## src/rtl/rv32i_types_pkg.sv

```systemverilog
// Scalar-core types shared with the load-store controller.
package rv32i_types_pkg;

  typedef enum logic [2:0] {
    LD_B  = 3'd0,
    LD_H  = 3'd1,
    LD_W  = 3'd2,
    LD_BU = 3'd4,
    LD_HU = 3'd5
  } load_t;

endpackage

```

## src/rtl/rv32v_types_pkg.sv

```systemverilog
// Vector-unit types shared by the load/store sequencer and its AGU.
package rv32v_types_pkg;

  localparam int VLSU_NUM_LANES = 4;

  typedef enum logic [1:0] {
    SEW8  = 2'd0,
    SEW16 = 2'd1,
    SEW32 = 2'd2
  } vsew_t;

  typedef enum logic [1:0] {
    S_IDLE,
    S_ISSUE,
    S_WAIT,
    S_DONE
  } vlsu_state_t;

  // Vector loads are zero-extended; the VRF sees raw element bits
  function automatic rv32i_types_pkg::load_t eew_load(vsew_t e);
    unique case (e)
      SEW8:    return rv32i_types_pkg::LD_BU;
      SEW16:   return rv32i_types_pkg::LD_HU;
      default: return rv32i_types_pkg::LD_W;
    endcase
  endfunction

endpackage

```

## src/rtl/rv32v_vlsu_agu.sv

```systemverilog
// Per-lane address and enable generation for one beat.
module rv32v_vlsu_agu
  import rv32v_types_pkg::*;
#(
  parameter int NUM_LANES = 4,
  parameter int MAX_VL = 32,
  localparam int BW = (MAX_VL > NUM_LANES) ?
                      $clog2(MAX_VL / NUM_LANES) : 1,
  localparam int EW = $clog2(MAX_VL),
  localparam int VW = EW + 1
)(
  input  logic [31:0]             base,
  input  logic [31:0]             stride,
  input  logic                    strided,
  input  vsew_t                   eew,
  input  logic [BW-1:0]           beat,
  input  logic [VW-1:0]           vl,
  input  logic                    vm,
  input  logic [MAX_VL-1:0]       mask,
  output logic [NUM_LANES*32-1:0] addr,
  output logic [NUM_LANES-1:0]    en
);

  logic [31:0] step;
  logic [31:0] e;

  always_comb begin
    step = strided ? stride : (32'd1 << eew);
    en   = '0;
    addr = '0;
    e    = '0;
    for (int i = 0; i < NUM_LANES; i++) begin
      e = 32'(beat) * 32'(NUM_LANES) + 32'(i);
      en[i] = (e < 32'(vl)) && (vm || mask[e[EW-1:0]]);
      addr[i*32 +: 32] = base + e * step;
    end
  end

endmodule

```

## src/rtl/rv32v_vlsu_seq.sv

```systemverilog
// Vector load/store sequencer: splits one vector memory op
// into lane-wide LSC beats and returns load data to the VRF.
module rv32v_vlsu_seq
  import rv32v_types_pkg::*;
  import rv32i_types_pkg::*;
#(
  parameter int NUM_LANES = 4,
  parameter int MAX_VL = 32,
  localparam int BW = (MAX_VL > NUM_LANES) ?
                      $clog2(MAX_VL / NUM_LANES) : 1,
  localparam int EW = $clog2(MAX_VL),
  localparam int VW = EW + 1,
  localparam int LW = $clog2(NUM_LANES),
  localparam int DW = NUM_LANES * 32
)(
  input  logic                 CLK,
  input  logic                 RST,
  input  logic                 start,
  input  logic                 is_store,
  input  logic                 strided,
  input  vsew_t                eew,
  input  logic [31:0]          base,
  input  logic [31:0]          stride,
  input  logic [VW-1:0]        vl,
  input  logic                 vm,
  input  logic [MAX_VL-1:0]    mask,
  output logic                 busy,
  output logic [BW-1:0]        beat_idx,
  input  logic [DW-1:0]        vrf_store_data,
  output logic                 lsc_ren,
  output logic                 lsc_wen,
  output logic [NUM_LANES-1:0] lsc_ven_lanes,
  output logic [DW-1:0]        lsc_addr_wide,
  output logic [DW-1:0]        lsc_store_data_wide,
  output load_t                lsc_load_type,
  input  logic                 lsc_ready,
  input  logic                 lsc_mal_addr,
  input  logic [DW-1:0]        lsc_dload_ext_wide,
  output logic                 wb_valid,
  output logic [BW-1:0]        wb_beat,
  output logic [NUM_LANES-1:0] wb_lanes,
  output logic [DW-1:0]        wb_data,
  output logic                 done,
  output logic                 fault,
  output logic [EW-1:0]        fault_elem
);

  vlsu_state_t          state;
  logic [BW-1:0]        beat_q;
  logic [BW-1:0]        last_q;
  logic                 store_q;
  logic                 strided_q;
  vsew_t                eew_q;
  logic [31:0]          base_q;
  logic [31:0]          stride_q;
  logic [VW-1:0]        vl_q;
  logic                 vm_q;
  logic [MAX_VL-1:0]    mask_q;
  load_t                ltype_q;

  logic [DW-1:0]        agu_addr;
  logic [NUM_LANES-1:0] en;
  logic                 req;
  logic                 fire;
  logic                 mal;
  logic                 skip;

  rv32v_vlsu_agu #(
    .NUM_LANES(NUM_LANES),
    .MAX_VL   (MAX_VL)
  ) u_agu (
    .base   (base_q),
    .stride (stride_q),
    .strided(strided_q),
    .eew    (eew_q),
    .beat   (beat_q),
    .vl     (vl_q),
    .vm     (vm_q),
    .mask   (mask_q),
    .addr   (agu_addr),
    .en     (en)
  );

  assign busy = (state == S_ISSUE) || (state == S_WAIT);
  assign req  = ((state == S_ISSUE) && (en != '0)) ||
                (state == S_WAIT);
  assign skip = (state == S_ISSUE) && (en == '0);
  assign mal  = req && lsc_mal_addr;
  assign fire = req && lsc_ready && !lsc_mal_addr;

  assign beat_idx            = beat_q;
  assign lsc_ren             = req && !store_q;
  assign lsc_wen             = req && store_q;
  assign lsc_ven_lanes       = req ? en : '0;
  assign lsc_addr_wide       = req ? agu_addr : '0;
  assign lsc_store_data_wide = lsc_wen ? vrf_store_data : '0;
  assign lsc_load_type       = ltype_q;

  always_ff @(posedge CLK or posedge RST) begin
    if (RST) begin
      state      <= S_IDLE;
      beat_q     <= '0;
      last_q     <= '0;
      store_q    <= 1'b0;
      strided_q  <= 1'b0;
      eew_q      <= SEW8;
      base_q     <= '0;
      stride_q   <= '0;
      vl_q       <= '0;
      vm_q       <= 1'b0;
      mask_q     <= '0;
      ltype_q    <= LD_B;
      wb_valid   <= 1'b0;
      wb_beat    <= '0;
      wb_lanes   <= '0;
      wb_data    <= '0;
      done       <= 1'b0;
      fault      <= 1'b0;
      fault_elem <= '0;
    end else begin
      done     <= 1'b0;
      fault    <= 1'b0;
      wb_valid <= 1'b0;
      unique case (state)
        S_IDLE, S_DONE: begin
          state <= S_IDLE;
          if (start) begin
            store_q    <= is_store;
            strided_q  <= strided;
            eew_q      <= eew;
            base_q     <= base;
            stride_q   <= stride;
            vl_q       <= vl;
            vm_q       <= vm;
            mask_q     <= mask;
            ltype_q    <= eew_load(eew);
            beat_q     <= '0;
            fault_elem <= '0;
            last_q     <= BW'(((32'(vl) +
                          32'(NUM_LANES - 1)) >> LW) - 32'd1);
            if (vl == '0) begin
              state <= S_DONE;
              done  <= 1'b1;
            end else begin
              state <= S_ISSUE;
            end
          end
        end
        S_ISSUE, S_WAIT: begin
          if (mal) begin
            state      <= S_DONE;
            done       <= 1'b1;
            fault      <= 1'b1;
            fault_elem <= EW'(beat_q) << LW;
          end else if (fire || skip) begin
            if (fire && !store_q) begin
              wb_valid <= 1'b1;
              wb_beat  <= beat_q;
              wb_lanes <= en;
              wb_data  <= lsc_dload_ext_wide;
            end
            if (beat_q == last_q) begin
              state <= S_DONE;
              done  <= 1'b1;
            end else begin
              beat_q <= beat_q + BW'(1);
              state  <= S_ISSUE;
            end
          end else begin
            state <= S_WAIT;
          end
        end
      endcase
    end
  end

endmodule

```

## config.mk

```make
export PLATFORM = sky130hd
export DESIGN_NAME = rv32v_vlsu_seq
export DESIGN_NICKNAME = d
export VERILOG_FILES = /design/src/rtl/rv32i_types_pkg.sv /design/src/rtl/rv32v_types_pkg.sv /design/src/rtl/rv32v_vlsu_agu.sv /design/src/rtl/rv32v_vlsu_seq.sv
export SDC_FILE = /design/constraint.sdc
export NUM_CORES = 2
export LEC_CHECK = 0
export ABC_AREA = 0
export CORE_MARGIN = 3
export CORE_UTILIZATION = 32
export DETAILED_ROUTE_END_ITERATION = 8
export SLEW_MARGIN = 20
export SYNTH_ARGS = -nofsm -noshare
export SYNTH_HDL_FRONTEND = slang
export SYNTH_SLANG_ARGS = --single-unit
```

## constraint.sdc

```tcl
create_clock -name CLK -period 12.3 [get_ports CLK]
set_input_delay 3.075 -clock CLK [delete_from_list [all_inputs] [get_ports CLK]]
set_output_delay 3.075 -clock CLK [all_outputs]
set_load 0.005 [all_outputs]
```

==> flow_summary.json <==
{
  "cts_made_buffers": 34,
  "drt-initial-drc-count": 1391,
  "dp_hpwl_um": 99400,
  "hold_buffers": 0,
  "dieArea_mm2": 0.0905,
  "cts_buffer_depth": 3,
  "status": "completed",
  "fin_setup_tns_ps": 0,
  "die_x_um": 301,
  "crit_slowest_cell": "dfrtp_2",
  "netlist_area_mm2": 0.0278,
  "synth_area_leaders": "dfrtp_1 (23%), fa_1 (21%), ha_1 (12%)",
  "grt_overflow": 0,
  "worst_pin_slew_ps": 1090,
  "yosysWarnings": 0,
  "synth_common_cells": "nand2_1 (483), inv_1 (359), fa_1 (292)",
  "cts_sinks": 259,
  "post_cts_buffers": 0,
  "grt_pass1_wl_um": 168000,
  "post_cts_resized": 0,
  "grtUsageMet1_pct": 33.8,
  "clk_pin_slew_ps": 60,
  "totalWireLength_um": 117000,
  "rsz0062_at_grt": "false",
  "yosysTopAreaCellShare_pct": 23.3,
  "setup-violations-final": 0,
  "synth_top_area_cell": "dfrtp_1",
  "wl_per_cell_um": 23.9,
  "design.core.area_mm2": 0.0857,
  "hp-class": "flop to flop",
  "synth_edf_count": 0,
  "slowest_delay_ps": 780,
  "antenna_found_initial": 23,
  "routabilityCongestion": 0.943,
  "maxSlewViolCount": 0,
  "grt-busiest-layer": "met2",
  "ant_nets": 0,
  "syn_to_final_growth_pct": 35.8,
  "critPathMaxFanout": 20,
  "synth_flop_cell": "dfrtp_1",
  "grt_max_degree": 113,
  "nNetsFinal": 4657,
  "power_leakage_uw": 0.0185,
  "grt_use_met3_pct": 9.53,
  "maxSlewHeadroom_pct": 27.1,
  "cts_tree": "yes",
  "io_pins": 780,
  "crit_top_cell": "fa_1",
  "synthCells": 2997,
  "irDropWorstVdd_mv": 0.303,
  "fin_crit_sh_pct": 90.0,
  "synth_seq_cells": 259,
  "via_per_inst": 4.87,
  "drive_above_1_share_pct": 5.84,
  "die_h_um": 301,
  "grtUsageTotal_pct": 25.3,
  "dr_total_vias": 23900,
  "start_util_pct": 32.5,
  "cp-end-kind": "primary output",
  "async_flop_share_pct": 100,
  "grt_pass1_vias": 24500,
  "seq_area_frac_synth_pct": 23.3,
  "synth_area_per_cell_um2": 9.28,
  "path_cells": "inv_1 > buf_4 > nor2_1 > inv_1 > fa_1 > fa_1 > inv_1 > fa_1 > fa_1 > ha_1 > nand3_1 > nor4b_1 > o21ai_0 > a21oi_1 > o221ai_1 > a21oi_1 > and3_1 > a2111oi_0 > a2111oi_0 > clkdlybuf4s50_1",
  "synth.distinct_cells": 70,
  "cp.arrival_ps": 7990,
  "crit_type": "flop to primary output",
  "startpoint_type": "flop",
  "finalClockSkew_ps": 27.4,
  "rows": 107,
  "period_minus_slack_ps": 11070,
  "insertion_delay_ps": 560,
  "drv_cap": 0,
  "reg2reg_depth": 12,
  "grt_use_met2_pct": 39.0,
  "placement.io_buffers": 777,
  "synth_most_common_cell": "nand2_1",
  "worstPathRequired_ps": 9220,
  "holdWs_ps": 469,
  "drc_errors": 0,
  "finalHoldViolations": 0,
  "firstDrtPassIters": 5,
  "fmax_mhz": 90.4,
  "pwr_density_cell_mw_per_mm2": 366,
  "cts_root_buf": "clkbuf_16",
  "holdPathStages": 2,
  "h-tree-depth": 2
}
==> cell usage in the layout (no fill, tap or decap), types with 8 or more instances in the layout <==
cell	Yosys	routed
a211oi_1	19	19
a21o_1	71	71
a21oi_1	105	104
a31oi_1	13	13
and2_1	157	157
and3_1	54	54
buf_4	15	21
clkbuf_16	0	34
clkdlybuf4s50_1	0	777
dfrtp_1	259	256
diode_2	0	14
fa_1	292	292
ha_1	269	269
inv_1	359	358
mux2_2	110	110
mux4_2	8	8
nand2_1	483	482
nand2b_1	32	32
nand3_1	25	25
nor2_1	185	185
nor2b_1	30	29
nor3_1	31	31
o21a_1	30	30
o21ai_0	77	77
o21bai_1	21	21
o31ai_1	14	14
or2_2	10	10
xnor2_1	89	89
xor2_1	56	56
==> layout make-up <==
type	count	area [um2]
tap	1144	1430
fill	8513	47900
sequential	259	6480
multi-input combinational	2275	19400
clock inverter	14	159
inverter	360	1360
timing repair buffer	798	7940
antenna	14	35.0
clock buffer	42	931
==> critical path: cells and delay by family, from the launching register on <==
| kind | cells | cell delay, ps |
|---|---|---|
| AND/OR/NAND/NOR | 4 | 1110 |
| buffers and inverters | 5 | 1470 |
| adder cells (fa/ha/maj) | 5 | 2380 |
| flip-flops | 1 | 780 |
| AO/OA/AOI/OAI | 6 | 1700 |
==> cell families after synthesis <==
logic type / after synthesis / synth area share, %
AND/OR/NAND/NOR: 1038 / 17.2
other: 1 / 0.0135
adder cells (fa/ha/maj): 561 / 33.1
XOR/XNOR: 146 / 4.65
flip-flops: 259 / 23.3
AO/OA/AOI/OAI: 409 / 9.64
buffers and inverters: 464 / 6.95
multiplexers: 119 / 5.14
==> layer usage <==
layer / wire, um / part of all wire [%]
met5: 37 / 0.032
met4: 2400 / 2.0
met3: 11800 / 10
met2: 52200 / 45
met1: 50700 / 43
==> power by group <==
group	internal [uW]	leakage, uW	switching, uW	total, uW
logic	5140	0.0148	5950	11100
clock network	566	0.000535	436	1000
registers	1280	0.00318	461	1740
==> worst paths after layout <==
check / startpoint / to / slack (ps)
setup / recovery: beat_idx[0] / lsc_addr_wide[124] / 1230
hold / removal: wb_data[90] / wb_data[90] / 470
setup reg to reg: beat_idx[1] / wb_data[37] / 6620
hold reg to reg: wb_data[90] / wb_data[90] / 470
max in group asynchronous: RST / base_q[22] / 7250
min in group asynchronous: RST / wb_data[36] / 3020
==> state kept, by name, indices dropped and copies added, names as in the netlist, 4 cells and up <==
| register | cells |
|---|---|
| vl_q | 6 |
| stride_q | 32 |
| wb_data | 128 |
| base_q | 32 |
| wb_lanes | 4 |
| mask_q | 32 |
==> stage by stage <==
step | util (%) | cells | power (uW) | setup WS, ps | cell area (um2)
3_5_place_dp | 42.8 | 4836 | 12800 | 1810 | 36700
5_1_grt | 44.1 | 4898 | 15000 | 671 | 37800
4_1_cts | 44.0 | 4892 | 13900 | 1140 | 37700
3_3_place_gp | 42.8 | 4836 | 12800 | 1880 | 36700
6_report | 44.1 | 4906 | 13800 | 1230 | 37800
2_1_floorplan | - | 2998 | 7860 | 2100 | 27800
Note: power is estimated with default switching activity, not from simulation.
